$ cat src/rtl/hand_feature_extractor.sv
// Hand feature extractor: snapshots a binary hand mask on the rising edge of
// image_ready, scans it one pixel per cycle in row-major order and presents
// pixel count, bounding box and row/column moment sums under valid/ready.
module hand_feature_extractor #(
  parameter int unsigned LENGTH = 28,
  parameter int unsigned WIDTH  = 28
) (
  input  logic                           slow_clk,
  input  logic                           dbnc_rst,
  input  logic [LENGTH-1:0][WIDTH-1:0]   filtered_image,
  input  logic                           image_ready,
  input  logic                           feat_ready,
  output logic                           feat_valid,
  output logic                           busy,
  output logic                           empty,
  output logic [9:0]                     pixel_count,
  output logic [4:0]                     row_min,
  output logic [4:0]                     row_max,
  output logic [4:0]                     col_min,
  output logic [4:0]                     col_max,
  output logic [14:0]                    row_sum,
  output logic [14:0]                    col_sum
);

  localparam int unsigned IdxW = 5;
  localparam int unsigned CntW = 10;
  localparam int unsigned SumW = 15;

  localparam logic [IdxW-1:0] RowLast = IdxW'(LENGTH - 1);
  localparam logic [IdxW-1:0] ColLast = IdxW'(WIDTH - 1);
  localparam logic [IdxW-1:0] MinInit = '1;

  typedef enum logic [1:0] {StIdle, StScan, StDone} state_e;

  state_e state_q, state_d;
  logic   rdy_q;
  logic   start;

  logic [LENGTH-1:0][WIDTH-1:0] snap_q, snap_d;
  logic [IdxW-1:0] r_q, r_d, c_q, c_d;

  // Running accumulators
  logic [CntW-1:0] cnt_q, cnt_d;
  logic [SumW-1:0] rsum_q, rsum_d, csum_q, csum_d;
  logic [IdxW-1:0] rmin_q, rmin_d, rmax_q, rmax_d, cmin_q, cmin_d, cmax_q, cmax_d;

  // Accumulators with the current pixel folded in
  logic            pix;
  logic [CntW-1:0] cnt_upd;
  logic [SumW-1:0] rsum_upd, csum_upd;
  logic [IdxW-1:0] rmin_upd, rmax_upd, cmin_upd, cmax_upd;
  logic            last_pix;

  // Result registers, frozen outside the final scan edge
  logic            empty_q, empty_d;
  logic [CntW-1:0] pcnt_q, pcnt_d;
  logic [IdxW-1:0] orow_min_q, orow_min_d, orow_max_q, orow_max_d;
  logic [IdxW-1:0] ocol_min_q, ocol_min_d, ocol_max_q, ocol_max_d;
  logic [SumW-1:0] orow_sum_q, orow_sum_d, ocol_sum_q, ocol_sum_d;

  assign start = image_ready && !rdy_q;

  // Rise detector on image_ready, active in every state
  always_ff @(posedge slow_clk or posedge dbnc_rst) begin
    if (dbnc_rst) rdy_q <= 1'b0;
    else          rdy_q <= image_ready;
  end

  // State, snapshot, scan indices and accumulators
  always_ff @(posedge slow_clk or posedge dbnc_rst) begin
    if (dbnc_rst) begin
      state_q <= StIdle;
      snap_q  <= '0;
      r_q     <= '0;
      c_q     <= '0;
      cnt_q   <= '0;
      rsum_q  <= '0;
      csum_q  <= '0;
      rmin_q  <= MinInit;
      rmax_q  <= '0;
      cmin_q  <= MinInit;
      cmax_q  <= '0;
    end else begin
      state_q <= state_d;
      snap_q  <= snap_d;
      r_q     <= r_d;
      c_q     <= c_d;
      cnt_q   <= cnt_d;
      rsum_q  <= rsum_d;
      csum_q  <= csum_d;
      rmin_q  <= rmin_d;
      rmax_q  <= rmax_d;
      cmin_q  <= cmin_d;
      cmax_q  <= cmax_d;
    end
  end

  // Result registers
  always_ff @(posedge slow_clk or posedge dbnc_rst) begin
    if (dbnc_rst) begin
      empty_q    <= 1'b0;
      pcnt_q     <= '0;
      orow_min_q <= '0;
      orow_max_q <= '0;
      ocol_min_q <= '0;
      ocol_max_q <= '0;
      orow_sum_q <= '0;
      ocol_sum_q <= '0;
    end else begin
      empty_q    <= empty_d;
      pcnt_q     <= pcnt_d;
      orow_min_q <= orow_min_d;
      orow_max_q <= orow_max_d;
      ocol_min_q <= ocol_min_d;
      ocol_max_q <= ocol_max_d;
      orow_sum_q <= orow_sum_d;
      ocol_sum_q <= ocol_sum_d;
    end
  end

  // Fold the current snapshot pixel into the accumulators
  always_comb begin
    pix      = snap_q[r_q][c_q];
    cnt_upd  = cnt_q;
    rsum_upd = rsum_q;
    csum_upd = csum_q;
    rmin_upd = rmin_q;
    rmax_upd = rmax_q;
    cmin_upd = cmin_q;
    cmax_upd = cmax_q;
    if (pix) begin
      cnt_upd  = cnt_q + CntW'(1);
      rsum_upd = rsum_q + SumW'(r_q);
      csum_upd = csum_q + SumW'(c_q);
      if (r_q < rmin_q) rmin_upd = r_q;
      if (r_q > rmax_q) rmax_upd = r_q;
      if (c_q < cmin_q) cmin_upd = c_q;
      if (c_q > cmax_q) cmax_upd = c_q;
    end
    last_pix = (r_q == RowLast) && (c_q == ColLast);
  end

  // Next-state logic for the scan FSM and result load
  always_comb begin
    state_d    = state_q;
    snap_d     = snap_q;
    r_d        = r_q;
    c_d        = c_q;
    cnt_d      = cnt_q;
    rsum_d     = rsum_q;
    csum_d     = csum_q;
    rmin_d     = rmin_q;
    rmax_d     = rmax_q;
    cmin_d     = cmin_q;
    cmax_d     = cmax_q;
    empty_d    = empty_q;
    pcnt_d     = pcnt_q;
    orow_min_d = orow_min_q;
    orow_max_d = orow_max_q;
    ocol_min_d = ocol_min_q;
    ocol_max_d = ocol_max_q;
    orow_sum_d = orow_sum_q;
    ocol_sum_d = ocol_sum_q;

    unique case (state_q)
      StIdle: begin
        if (start) begin
          state_d = StScan;
          snap_d  = filtered_image;
          r_d     = '0;
          c_d     = '0;
          cnt_d   = '0;
          rsum_d  = '0;
          csum_d  = '0;
          rmin_d  = MinInit;
          rmax_d  = '0;
          cmin_d  = MinInit;
          cmax_d  = '0;
        end
      end
      StScan: begin
        cnt_d  = cnt_upd;
        rsum_d = rsum_upd;
        csum_d = csum_upd;
        rmin_d = rmin_upd;
        rmax_d = rmax_upd;
        cmin_d = cmin_upd;
        cmax_d = cmax_upd;
        if (c_q == ColLast) begin
          c_d = '0;
          r_d = r_q + IdxW'(1);
        end else begin
          c_d = c_q + IdxW'(1);
        end
        if (last_pix) begin
          r_d        = '0;
          state_d    = StDone;
          empty_d    = (cnt_upd == '0);
          pcnt_d     = cnt_upd;
          orow_sum_d = rsum_upd;
          ocol_sum_d = csum_upd;
          // An empty mask would leave min at all-ones; report a zero box instead
          orow_min_d = empty_d ? '0 : rmin_upd;
          orow_max_d = empty_d ? '0 : rmax_upd;
          ocol_min_d = empty_d ? '0 : cmin_upd;
          ocol_max_d = empty_d ? '0 : cmax_upd;
        end
      end
      StDone: begin
        if (feat_ready) state_d = StIdle;
      end
      default: state_d = StIdle;
    endcase
  end

  assign busy        = (state_q == StScan);
  assign feat_valid  = (state_q == StDone);
  assign empty       = empty_q;
  assign pixel_count = pcnt_q;
  assign row_min     = orow_min_q;
  assign row_max     = orow_max_q;
  assign col_min     = ocol_min_q;
  assign col_max     = ocol_max_q;
  assign row_sum     = orow_sum_q;
  assign col_sum     = ocol_sum_q;

endmodule

$ cat config.mk
export PLATFORM = sky130hd
export DESIGN_NAME = hand_feature_extractor
export DESIGN_NICKNAME = d
export VERILOG_FILES = /design/src/rtl/hand_feature_extractor.sv
export SDC_FILE = /design/constraint.sdc
export NUM_CORES = 2
export LEC_CHECK = 0
export CAP_MARGIN = 20
export CORE_AREA = 2 2 329 331
export DETAILED_ROUTE_END_ITERATION = 7
export DIE_AREA = 0 0 331 333
export DONT_BUFFER_PORTS = 1
export MAX_ROUTING_LAYER = met4
export PLACE_DENSITY = 0.53
export SLEW_MARGIN = 20
export SYNTH_ARGS = -nofsm -noshare
export SYNTH_HDL_FRONTEND = slang
export SYNTH_SLANG_ARGS = --single-unit
$ cat constraint.sdc
create_clock -name slow_clk -period 71 [get_ports slow_clk]
set_input_delay 10.65 -clock slow_clk [delete_from_list [all_inputs] [get_ports slow_clk]]
set_output_delay 10.65 -clock slow_clk [all_outputs]
set_load 0.03 [all_outputs]
==> results.sh <==
export IMPL_cts_tree="built"
export IMPL_numCtsBuffers=103
export IMPL_cp_arrival_ns=14.42
export IMPL_wl_per_cell_um=25.8
export IMPL_fmax_ghz=0.0731
export IMPL_rsz0062_at_grt="no"
export IMPL_post_dp_hpwl_um=114000
export IMPL_min_path_type="flop to flop"
export IMPL_wl_met3_um=11700
export IMPL_fin_util=0.446
export IMPL_drt_wl_total_um=156000
export IMPL_r2r_setup_slack_ns=64.64
export IMPL_max_stage_delay_ns=0.79
export IMPL_cp_cell_sequence="inv_8 -> buf_4 -> buf_4 -> buf_4 -> buf_4"
export IMPL_critPathKind="input pin to asynchronous set/reset pin"
export IMPL_pin_count=851
export IMPL_syn_inst=4648
export IMPL_grt_pass1_wl_um=225000
export IMPL_die_y_um=333
export IMPL_port_buffers=0
export IMPL_initial_core_util=0.403
export IMPL_fin_ws_ns=57.31
export IMPL_place_ws_ns=56.36
export IMPL_synth_nets=5469
export IMPL_worst_path_max_delay_cell="buf_4"
export IMPL_ir_drop_mv=0.0363
export IMPL_wl_met2_um=75200
export IMPL_finalSetupViolCount=0
export IMPL_yosys_warnings=0
export IMPL_antenna_found_initial=68
export IMPL_drt_iter0_drc=3030
export IMPL_ys_flop_type="dfrtp_1"
export IMPL_grt_usage=0.290
export IMPL_maxCapViolations=0
export IMPL_power_leakage_nw=23.2
export IMPL_core_region_area_um2=107000
export IMPL_drtAntennaViolNets=0
export IMPL_startpoint_type="input pin"
export IMPL_synth_area_um2=43000
export IMPL_seq_area_frac_synth=0.535
export IMPL_die_w_um=331
export IMPL_n_fill_cell=10561
export IMPL_synth_seq_cells=918
export IMPL_cts_root_buf="clkbuf_16"
export IMPL_insertion_delay_ns=0.72
export IMPL_setup_tns_ns=0
export IMPL_min_period_ns=13.69
export IMPL_viasPerCell=5.38
export IMPL_grt_start_max_net_pins=229
export IMPL_fin_crit_sh=0.193
export IMPL_hold_buffers=0
export IMPL_status="completed"
export IMPL_rows=120
export IMPL_ctsResizeCount=0
export IMPL_holdWs_ns=0.467
export IMPL_relSlewSlack=0.242
export IMPL_layout_drive_gt1_share=0.0944
export IMPL_tightest_slew_ns=1.14
export IMPL_crit_required_ns=71.73
export IMPL_worst_path_max_fanout=105
export IMPL_slew_violations=0
export IMPL_syn_to_final_growth_pct=10.6
export IMPL_top_layer_used="met4"
export IMPL_synth_edff_count=0
export IMPL_htree_levels=3
export IMPL_async_flop_share=1.00
export IMPL_grt_pass1_vias=32514
export IMPL_avgSynthCellArea_um2=9.24
export IMPL_clockBufferDepth=3
export IMPL_grt_overflow_total=0
export IMPL_die_area_um2=110000
export IMPL_drc=0
export IMPL_vias=32511
export IMPL_gp_congestion=0.873
export IMPL_cts_sinks=918
export IMPL_fin_nets=5315
export IMPL_endpoint_kind="asynchronous set/reset pin"
export IMPL_first_pass_iters=6
export IMPL_drt_met1_wl_um=64200
export IMPL_finalHoldViolations=0
export IMPL_powerDensity_nw_per_um2=43.6
export IMPL_skew_ns=0.0342
export IMPL_cts_setup_buffers=0
export IMPL_yosys_cell_types_count=78
export IMPL_crit_top_cell="buf_4"
export IMPL_clk_pin_slew_ns=0.06
[sequential cells by signal, summed over array words and instances (netlist names), 10 cells and up]
| signal | cells |
|---|---|
| snap_q | 784 |
| col_sum | 15 |
| csum_q | 15 |
| row_sum | 15 |
| rsum_q | 15 |
| cnt_q | 10 |
| pixel_count | 10 |
[cells in the final DEF, fill, tap and decap left out, types with 40 or more instances in the layout]
master        n
nand2_1    2455
clkbuf_16   103
a21oi_1      48
mux4_2      158
nand3_1      54
diode_2      64
nor2_1       53
dfrtp_1     902
buf_4        40
mux2i_1      96
o21ai_0      97
[stage by stage]
step	instances	power, mW	cell area, um2
3_5_place_dp	5791	1.53	43800
2_1_floorplan	4648	1.29	43000
4_1_cts	5978	2.09	47300
3_3_place_gp	5791	1.51	43800
6_report	6043	2.07	47500
5_1_grt	6041	2.20	47500
[cells by family (layout without fill, tap and decap cells)]
kind of cell | count (synthesis) | count (layout) | synth area share
flops | 918 | 918 | 0.535
mux | 275 | 275 | 0.111
compound gates | 352 | 352 | 0.0560
fa+ha+maj | 33 | 33 | 0.00996
buf+inv | 341 | 269 | 0.0357
simple gates | 2689 | 2689 | 0.244
xor+xnor | 40 | 40 | 0.00816
other cells | 0 | 64 | 0
[where the power goes]
part,leakage [nW],internal (mW),switching [mW]
sequential,11.7,0.726,0.131
clock,1.75,0.326,0.228
combinational,9.71,0.262,0.399
total,23.2,1.31,0.758
[worst max-delay path: cells and delay by family]
kind	cells	cell delay, ns
buffers and inverters	5	3.54
[synthesized netlist by cell type (10+ instances only)]
library cell / number / share of area
buf_2: 25 / 0.0029
nand3_1: 54 / 0.0063
nand2b_1: 12 / 0.0017
buf_6: 14 / 0.0037
a31oi_1: 15 / 0.0022
dfrtp_1: 908 / 0.53
xor2_1: 19 / 0.0039
a22o_1: 24 / 0.0049
ha_1: 31 / 0.0090
a21oi_1: 48 / 0.0056
inv_1: 32 / 0.0028
o22a_1: 13 / 0.0027
nor3_1: 23 / 0.0027
buf_4: 24 / 0.0042
nand4_1: 24 / 0.0035
o22ai_1: 20 / 0.0029
nor2b_1: 14 / 0.0020
xnor2_1: 21 / 0.0043
mux2_2: 21 / 0.0055
mux4_2: 158 / 0.083
dfstp_2: 10 / 0.0061
nand2_1: 2455 / 0.21
nor2_1: 55 / 0.0048
clkbuf_1: 239 / 0.021
mux2i_1: 96 / 0.022
o21ai_0: 97 / 0.011
a22oi_1: 28 / 0.0049
o221ai_1: 12 / 0.0024
[metal layers]
metal	track usage	up-vias
li1	-	14973
met3	0.0731	217
met4	0.105	0
met2	0.449	994
met1	0.367	16327
met5	-	-
[path summary, 6_finish.rpt]
kind | startpoint | to | depth (start not counted)
min reg2reg | snap_q[331] | snap_q[331] | 2
min in group asynchronous | dbnc_rst | snap_q[379] | 1
max reg2reg | r_q[0] | row_max[0] | 14
max in group slow_clk | image_ready | snap_q[59] | 6
max | dbnc_rst | snap_q[447] | 5
min | snap_q[331] | snap_q[331] | 2
[area by class of cell]
class	count	area (um2)	area share
sequential	918	23000	0.484
multi-input combinational	3389	18500	0.389
inverter	32	128	0.00269
timing repair buffer	50	474	0.00998
clock buffer	155	3080	0.0649
tap	1403	1760	0.0369
clock inverter	32	445	0.00937
antenna	64	160	0.00337
Note: power is estimated with default switching activity, not from simulation.
